## src/rtl/bin_to_bcd.sv

```systemverilog
// Sequential binary-to-BCD encoder (shift-add-3), one input bit per clock.
// Start/busy/done handshake; the last result is held on bcd/ovf between conversions.
module bin_to_bcd #(
  parameter int WIDTH  = 8,
  parameter int DIGITS = 3
) (
  input  logic                  clk,
  input  logic                  rst,
  input  logic                  start,
  input  logic [WIDTH-1:0]      bin,
  output logic                  busy,
  output logic                  done,
  output logic [4*DIGITS-1:0]   bcd,
  output logic                  ovf
);

  localparam int BW = 4 * DIGITS;
  localparam int CW = $clog2(WIDTH + 1);

  function automatic longint unsigned max_val();
    longint unsigned p = 1;
    for (int unsigned i = 0; i < DIGITS; i++) p = p * 10;
    return p - 1;
  endfunction

  localparam longint unsigned MAXV = max_val();

  typedef enum logic {IDLE, CONV} state_t;

  state_t          state;
  logic [WIDTH-1:0] sreg;
  logic [BW-1:0]   acc;
  logic [BW-1:0]   adj;
  logic [BW-1:0]   acc_next;
  logic [CW-1:0]   cnt;
  logic            ovf_pending;

  // Per-nibble add-3 with no carry between nibbles, then one shift step.
  always_comb begin
    adj = acc;
    for (int unsigned d = 0; d < DIGITS; d++) begin
      if (acc[4*d +: 4] >= 4'd5) adj[4*d +: 4] = acc[4*d +: 4] + 4'd3;
    end
    acc_next = {adj[BW-2:0], sreg[WIDTH-1]};
  end

  always_ff @(posedge clk) begin
    if (rst) begin
      state       <= IDLE;
      busy        <= 1'b0;
      done        <= 1'b0;
      bcd         <= '0;
      ovf         <= 1'b0;
      cnt         <= '0;
      sreg        <= '0;
      acc         <= '0;
      ovf_pending <= 1'b0;
    end else begin
      done <= 1'b0;
      case (state)
        IDLE: begin
          if (start) begin
            sreg        <= bin;
            acc         <= '0;
            cnt         <= '0;
            ovf_pending <= (64'(bin) > MAXV);
            busy        <= 1'b1;
            state       <= CONV;
          end
        end
        CONV: begin
          acc  <= acc_next;
          sreg <= sreg << 1;
          cnt  <= cnt + 1'b1;
          if (cnt == CW'(WIDTH - 1)) begin
            bcd   <= ovf_pending ? {DIGITS{4'h9}} : acc_next;
            ovf   <= ovf_pending;
            done  <= 1'b1;
            busy  <= 1'b0;
            state <= IDLE;
          end
        end
        default: state <= IDLE;
      endcase
    end
  end

endmodule

```

## config.mk

```make
export PLATFORM = sky130hd
export DESIGN_NAME = bin_to_bcd
export DESIGN_NICKNAME = d
export VERILOG_FILES = /design/src/rtl/bin_to_bcd.sv
export SDC_FILE = /design/constraint.sdc
export NUM_CORES = 1
export LEC_CHECK = 0
export ABC_AREA = 1
export CAP_MARGIN = 10
export CORE_ASPECT_RATIO = 1.25
export CORE_MARGIN = 2
export CORE_UTILIZATION = 45
export CTS_CLUSTER_DIAMETER = 50
export DETAILED_ROUTE_END_ITERATION = 10
export PLACE_DENSITY = 0.75
export SYNTH_ARGS = -nofsm -noshare
export SYNTH_HDL_FRONTEND = slang
export SYNTH_SLANG_ARGS = --single-unit
```

## constraint.sdc

```tcl
create_clock -name clk -period 1.6 [get_ports clk]
set_input_delay 0.4 -clock clk [delete_from_list [all_inputs] [get_ports clk]]
set_output_delay 0.4 -clock clk [all_outputs]
set_load 0.005 [all_outputs]
```

==> flow_metrics.py, run 1 <==
metrics = {
    "run_status": {
        "status": "complete, no violations",
    },
    "floorplan": {
        "start_util": 0.4705,
        "coreArea_um2": 3816,
        "dieArea_um2": 4514,
        "row_count": 25,
        "io_pins": 26,
        "die_h_um": 74.62,
        "die_x_um": 60.50,
    },
    "global_route": {
        "grt-ovfl-total": 0,
        "grt_max_degree": 15,
        "grt_pass1_wl_mm": 5.858,
        "grt_pass1_vias": 1433,
        "track_usage": 0.1752,
        "antenna_found_initial": 0,
    },
    "placed_design": {
        "portBuffers": 24,
        "gp_congestion": 0.8287,
        "hpwlAfterDp_mm": 2.524,
        "pre_cts_ws_ps": -49.00,
        "place_area_um2": 2093,
    },
    "logic_synthesis": {
        "synth_area_um2": 1795,
        "ys_seq_area_frac": 0.4348,
        "syn_avg_cell_area_um2": 7.182,
        "synth_nets": 268,
        "synth_seq_cells": 39,
        "synthTopCellsByCount": "nand2_1, dfxtp_1, nand3_1",
        "syn_inst": 250,
        "synth_top_cell_area_share": 0.4348,
        "synth_area_leader_cell": "dfxtp_1",
        "yosys_most_used_dff": "dfxtp_1",
        "synth_area_leaders": "dfxtp_1, nand2_1, nand3_1",
        "yosys_warnings": 0,
        "yosys.cell_count.top_type": "nand2_1",
        "synthArstFlopShare": 0,
        "ys_types": 23,
        "synth_edf_count": 0,
    },
    "worst_setup_path": {
        "path_class": "reg -> out",
        "path_delay_family": "buffers and inverters",
        "arrival_ps": 1150,
        "max_stage_delay_ps": 510,
        "crit_path_max_fanout": 2,
        "worstPathCellList": "clkdlybuf4s50_1",
        "path_depth": 1,
        "crit_path_end_kind": "primary output",
        "start_kind": "register",
        "critPathBufInv": 1,
        "reg2reg_depth": 8,
        "crit_slowest_cell": "clkdlybuf4s50_1",
        "crit_required_ps": 1200,
    },
    "drt": {
        "first_pass_iters": 4,
        "wl_per_cell_um": 10.42,
        "vias": 1582,
        "drc": 0,
        "wirelength_mm": 3.471,
        "drtIter0Drc": 62,
        "via_per_inst": 4.751,
        "antenna_left": 0,
    },
    "clock_tree": {
        "clk_path_buf_depth": 2,
        "cts_sinks": 39,
        "cts_buffers": 5,
        "cts_tree": "yes",
        "cts.hold.buffers_added": 0,
        "cts_root_buf": "clkbuf_8",
        "clk-insertion-delay-late_ps": 290,
        "path_clk_slew_ps": 70,
        "h-tree-depth": 2,
    },
    "flow_run": {
        "cap_violations": 0,
    },
    "timing": {
        "finClkSkew_ps": 1.802,
        "period_share": 0.9713,
        "drv_slew": 0,
        "setup_viol": 0,
        "timing.hold.ws_ps": 449.9,
        "fmax_ghz": 0.6434,
        "hold_violations": 0,
        "rsz0062_at_grt": "no",
        "worst_slack_ps": 45.87,
        "relSlewSlack": 0.6631,
        "max_slew.worst_pin.slew_ps": 504.8,
        "layout_min_cycle_time_ps": 1554,
    },
    "layout": {
        "layout.nets": 296,
        "area_growth_pct": 22.23,
        "fin_area_um2": 2195,
        "diodes": 0,
        "layout-drive-gt1-share": 0.08602,
    },
    "power_and_ir_drop": {
        "vdd_drop_max_mv": 0.5858,
        "p_leak_uw": 0.0009846,
        "p_per_area_nw_per_um2": 848.1,
    },
    "min_path": {
        "hold_class": "reg -> reg",
        "hold_depth": 2,
    },
}
-- worst min-delay path: cells and delay by family, from the launching register on --
kind / cells / cell delay [ps]
flip-flops: 1 / 310
AND/OR/NAND/NOR: 2 / 100
-- cells by family after synthesis --
| kind of cell | synth area share |
|---|---|
| AO/OA/AOI/OAI | 0.1031 |
| adder cells (fa/ha/maj) | 0.04878 |
| buffers and inverters | 0.1038 |
| other | 0.002089 |
| flip-flops | 0.4348 |
| AND/OR/NAND/NOR | 0.3073 |
-- cell usage in the layout, fill, tap and decap left out, types with 2 or more instances in the layout --
| cell | n |
|---|---|
| a21oi_1 | 21 |
| a22oi_1 | 3 |
| buf_4 | 8 |
| clkbuf_8 | 7 |
| clkdlybuf4s50_1 | 24 |
| dfxtp_1 | 38 |
| ha_1 | 7 |
| inv_1 | 28 |
| inv_2 | 3 |
| nand2_1 | 78 |
| nand3_1 | 30 |
| nand4_1 | 6 |
| nor2_1 | 5 |
| nor2_2 | 2 |
| o21ai_0 | 10 |
-- through the flow --
| stage | util | power (uW) | TNS [ps] | cells |
|---|---|---|---|---|
| final | 0.5751 | 1861 | 0 | 333 |
| after global routing | 0.5751 | 1941 | 0 | 333 |
| after CTS | 0.5748 | 1886 | 0 | 333 |
| after detailed placement | 0.5485 | 1161 | -93.88 | 325 |
| after global placement | 0.5485 | 1160 | 0 | 325 |
| after floorplan | - | 1107 | 0 | 250 |
-- what timing repair did --
item,CTS,global route
gates resized for setup,0,1
setup endpoints to repair,0,1
setup buffers,0,0
-- metal layers --
metal	track usage	up-vias	part of all wire
met5	0	-	0
met4	0.1014	0	0.024
met3	0.04639	7	0.047
met2	0.2983	40	0.47
met1	0.1947	678	0.46
li1	-	857	-
-- state kept, by name, indices dropped and copies added, names as in the netlist --
name and count:
sreg 8, acc 12, state 1, busy 1, cnt 4, done 1
bcd 12
-- worst paths after layout --
kind	from	end	slack [ps]
setup / recovery	bcd[0]$_SDFFE_PP0P_	bcd[0]	50
hold / removal	bcd[7]$_SDFFE_PP0P_	bcd[7]$_SDFFE_PP0P_	450
setup reg to reg	acc[0]$_SDFFE_PP0P_	acc[1]$_SDFFE_PP0P_	200
hold reg to reg	bcd[7]$_SDFFE_PP0P_	bcd[7]$_SDFFE_PP0P_	450
-- where the power goes --
group | switching, uW | total, uW | leakage, uW | internal, uW
Clock | 328 | 721 | 0.0000515 | 393
Combinational | 74.7 | 138 | 0.000617 | 63.3
Sequential | 12.5 | 1000 | 0.000316 | 989
-- layout make-up --
cell class,instances,area (um2)
multi-input cells,169,828.3
repair buffers,32,300.3
inverters,31,116.4
flip-flops and latches,39,782.0
well taps,54,67.56
fillers,386,1622
clock buffers,8,100.1
Power figures use the tool's default switching activity.
==> run 2, diff against run 1 <==
Settings changed: GPL_TIMING_DRIVEN set to 0.
==> run 2 against run 1 <==
Cell area fell by 1.1%. Clock skew rose by 0.97 ps. Fmax fell by 0.27%. Total power fell by 3.0%.
==> flow_metrics.py, run 2 (same netlist as run 1, synthesis figures left out) <==
metrics = {
    "min_path": {
        "hold_depth": 2,
        "hold_start": "rst",
        "min_to": "sreg[0]$_SDFFE_PP0P_",
        "hold_class": "in -> reg",
    },
    "global_route": {
        "grt-busiest-layer": "met2",
        "grt-ovfl-total": 0,
        "use_met2": 0.3068,
        "grt_pass1_vias": 1455,
        "grt_pass1_wl_mm": 6.134,
        "grt_max_degree": 12,
        "track_usage": 0.1801,
        "antenna_found_initial": 0,
        "use_met1": 0.2096,
        "met3_usage": 0.04639,
    },
    "drt": {
        "drc": 0,
        "wl_per_cell_um": 10.64,
        "vias": 1615,
        "via_per_inst": 4.850,
        "wirelength_mm": 3.544,
        "drtIter0Drc": 52,
        "antenna_left": 0,
        "first_pass_iters": 4,
    },
    "worst_setup_path": {
        "reg2reg_depth": 8,
        "arrival_ps": 1160,
        "max_stage_delay_ps": 510,
        "r2r-start": "acc[4]$_SDFFE_PP0P_",
        "path_class": "reg -> out",
        "crit_path_end_kind": "primary output",
        "r2r_end": "acc[5]$_SDFFE_PP0P_",
        "regToRegSetupSlack_ps": 160,
        "crit_slowest_cell": "clkdlybuf4s50_1",
        "worstPathCellList": "clkdlybuf4s50_1",
        "path_delay_family": "buffers and inverters",
        "start_kind": "register",
        "crit_required_ps": 1200,
        "critPathBufInv": 1,
        "crit_path_max_fanout": 2,
    },
    "clock_tree": {
        "post-cts-setup-buffer-count": 0,
        "cts_sinks": 39,
        "clk_path_buf_depth": 2,
        "cts_tree": "yes",
        "cts_buffers": 5,
        "path_clk_slew_ps": 70,
        "h-tree-depth": 2,
        "cts_root_buf": "clkbuf_8",
        "post_cts_resized": 0,
        "clk-insertion-delay-late_ps": 290,
        "cts.hold.buffers_added": 0,
    },
    "placed_design": {
        "portBuffers": 22,
        "place_area_um2": 2083,
        "gp_congestion": 0.8786,
        "hpwlAfterDp_mm": 2.572,
    },
    "layout": {
        "largest_registers": "acc: 12 flops, bcd: 12 flops, sreg: 8 flops",
        "n_fill_cell": 395,
        "layout.nets": 297,
        "area_growth_pct": 20.91,
        "layout-drive-gt1-share": 0.08961,
        "final_cell_mix": "nand2_1, dfxtp_1, nand3_1, inv_1, clkdlybuf4s50_1",
        "fin_area_um2": 2171,
        "mostFrequentLayoutCell": "nand2_1",
        "diodes": 0,
    },
    "timing": {
        "finClkSkew_ps": 2.772,
        "period_share": 0.9739,
        "fmax_ghz": 0.6417,
        "drv_slew": 0,
        "hold_violations": 0,
        "setup_viol": 0,
        "layout_min_cycle_time_ps": 1558,
        "setup_tns_ps": 0,
        "rsz0062_at_grt": "no",
    },
    "floorplan": {
        "io_pins": 26,
        "dieArea_um2": 4514,
        "start_util": 0.4705,
        "coreArea_um2": 3816,
        "row_count": 25,
        "die_x_um": 60.50,
        "die_h_um": 74.62,
    },
    "power_and_ir_drop": {
        "p_leak_uw": 0.0009815,
        "p_per_area_nw_per_um2": 831.7,
        "vdd_drop_max_mv": 0.5531,
    },
    "run_status": {
        "status": "complete, no violations",
    },
    "flow_run": {
        "cap_violations": 0,
    },
}
-- run 2: cell types whose count changed in the layout (fill, tap and decap cells not counted) --
cell and change:
dfxtp_1 +1, buf_2 +5, buf_6 +1, clkbuf_8 -1, dfxtp_2 -1, clkdlybuf4s50_1 -2, buf_4 -4, clkinv_2 +1
-- run 2: layout make-up --
type	instances	area (um2)	area share
Clock buffer	6	82.58	0.03804
Tap cell	54	67.56	0.03112
Multi-Input combinational cell	169	828.3	0.3816
Inverter	31	116.4	0.05360
Clock inverter	1	5.005	0.002305
Buffer	11	70.07	0.03228
Sequential cell	39	780.7	0.3597
Timing Repair Buffer	22	220.2	0.1014
-- run 2: power breakdown --
| part | leakage, uW | switching [uW] | internal, uW |
|---|---|---|---|
| combinational | 0.000618 | 78.6 | 56.8 |
| clock | 0.0000470 | 334 | 338 |
| sequential | 0.000316 | 9.12 | 989 |
-- run 2: worst max path at each step --
stage                                    from                   to  cells past startpoint
after floorplan           acc[0]$_SDFFE_PP0P_  acc[1]$_SDFFE_PP0P_                      8
after CTS                 bcd[0]$_SDFFE_PP0P_               bcd[0]                      1
after detailed placement  acc[4]$_SDFFE_PP0P_  acc[5]$_SDFFE_PP0P_                      8
final                     bcd[0]$_SDFFE_PP0P_               bcd[0]                      1
after global routing      bcd[3]$_SDFFE_PP0P_               bcd[3]                      1
after global placement    acc[4]$_SDFFE_PP0P_  acc[6]$_SDFFE_PP0P_                      8
-- run 2: stage by stage --
stage / instances / setup slack (ps) / hold slack [ps] / util / total power, uW
floorplan: 250 / 391.7 / 436.3 / - / 1107
global placement: 326 / 236.7 / 436.8 / 0.5459 / 1155
detailed placement: 326 / 187.5 / 438.4 / 0.5459 / 1157
CTS: 333 / 43.84 / 373.3 / 0.5689 / 1816
global route: 333 / 6.730 / 380.1 / 0.5689 / 1878
finish: 333 / 41.73 / 370.4 / 0.5689 / 1805
-- run 2: per-layer routing --
layer	up-vias	share of wire
met4	0	0.022
li1	855	-
met3	8	0.044
met5	-	0
met1	718	0.45
met2	34	0.48
==> run 3, diff against run 2 <==
Settings changed: SKIP_CTS_REPAIR_TIMING set to 1.
==> results of run 3 <==
No change in the layout: final DEF, timing and power equal those of run 2.
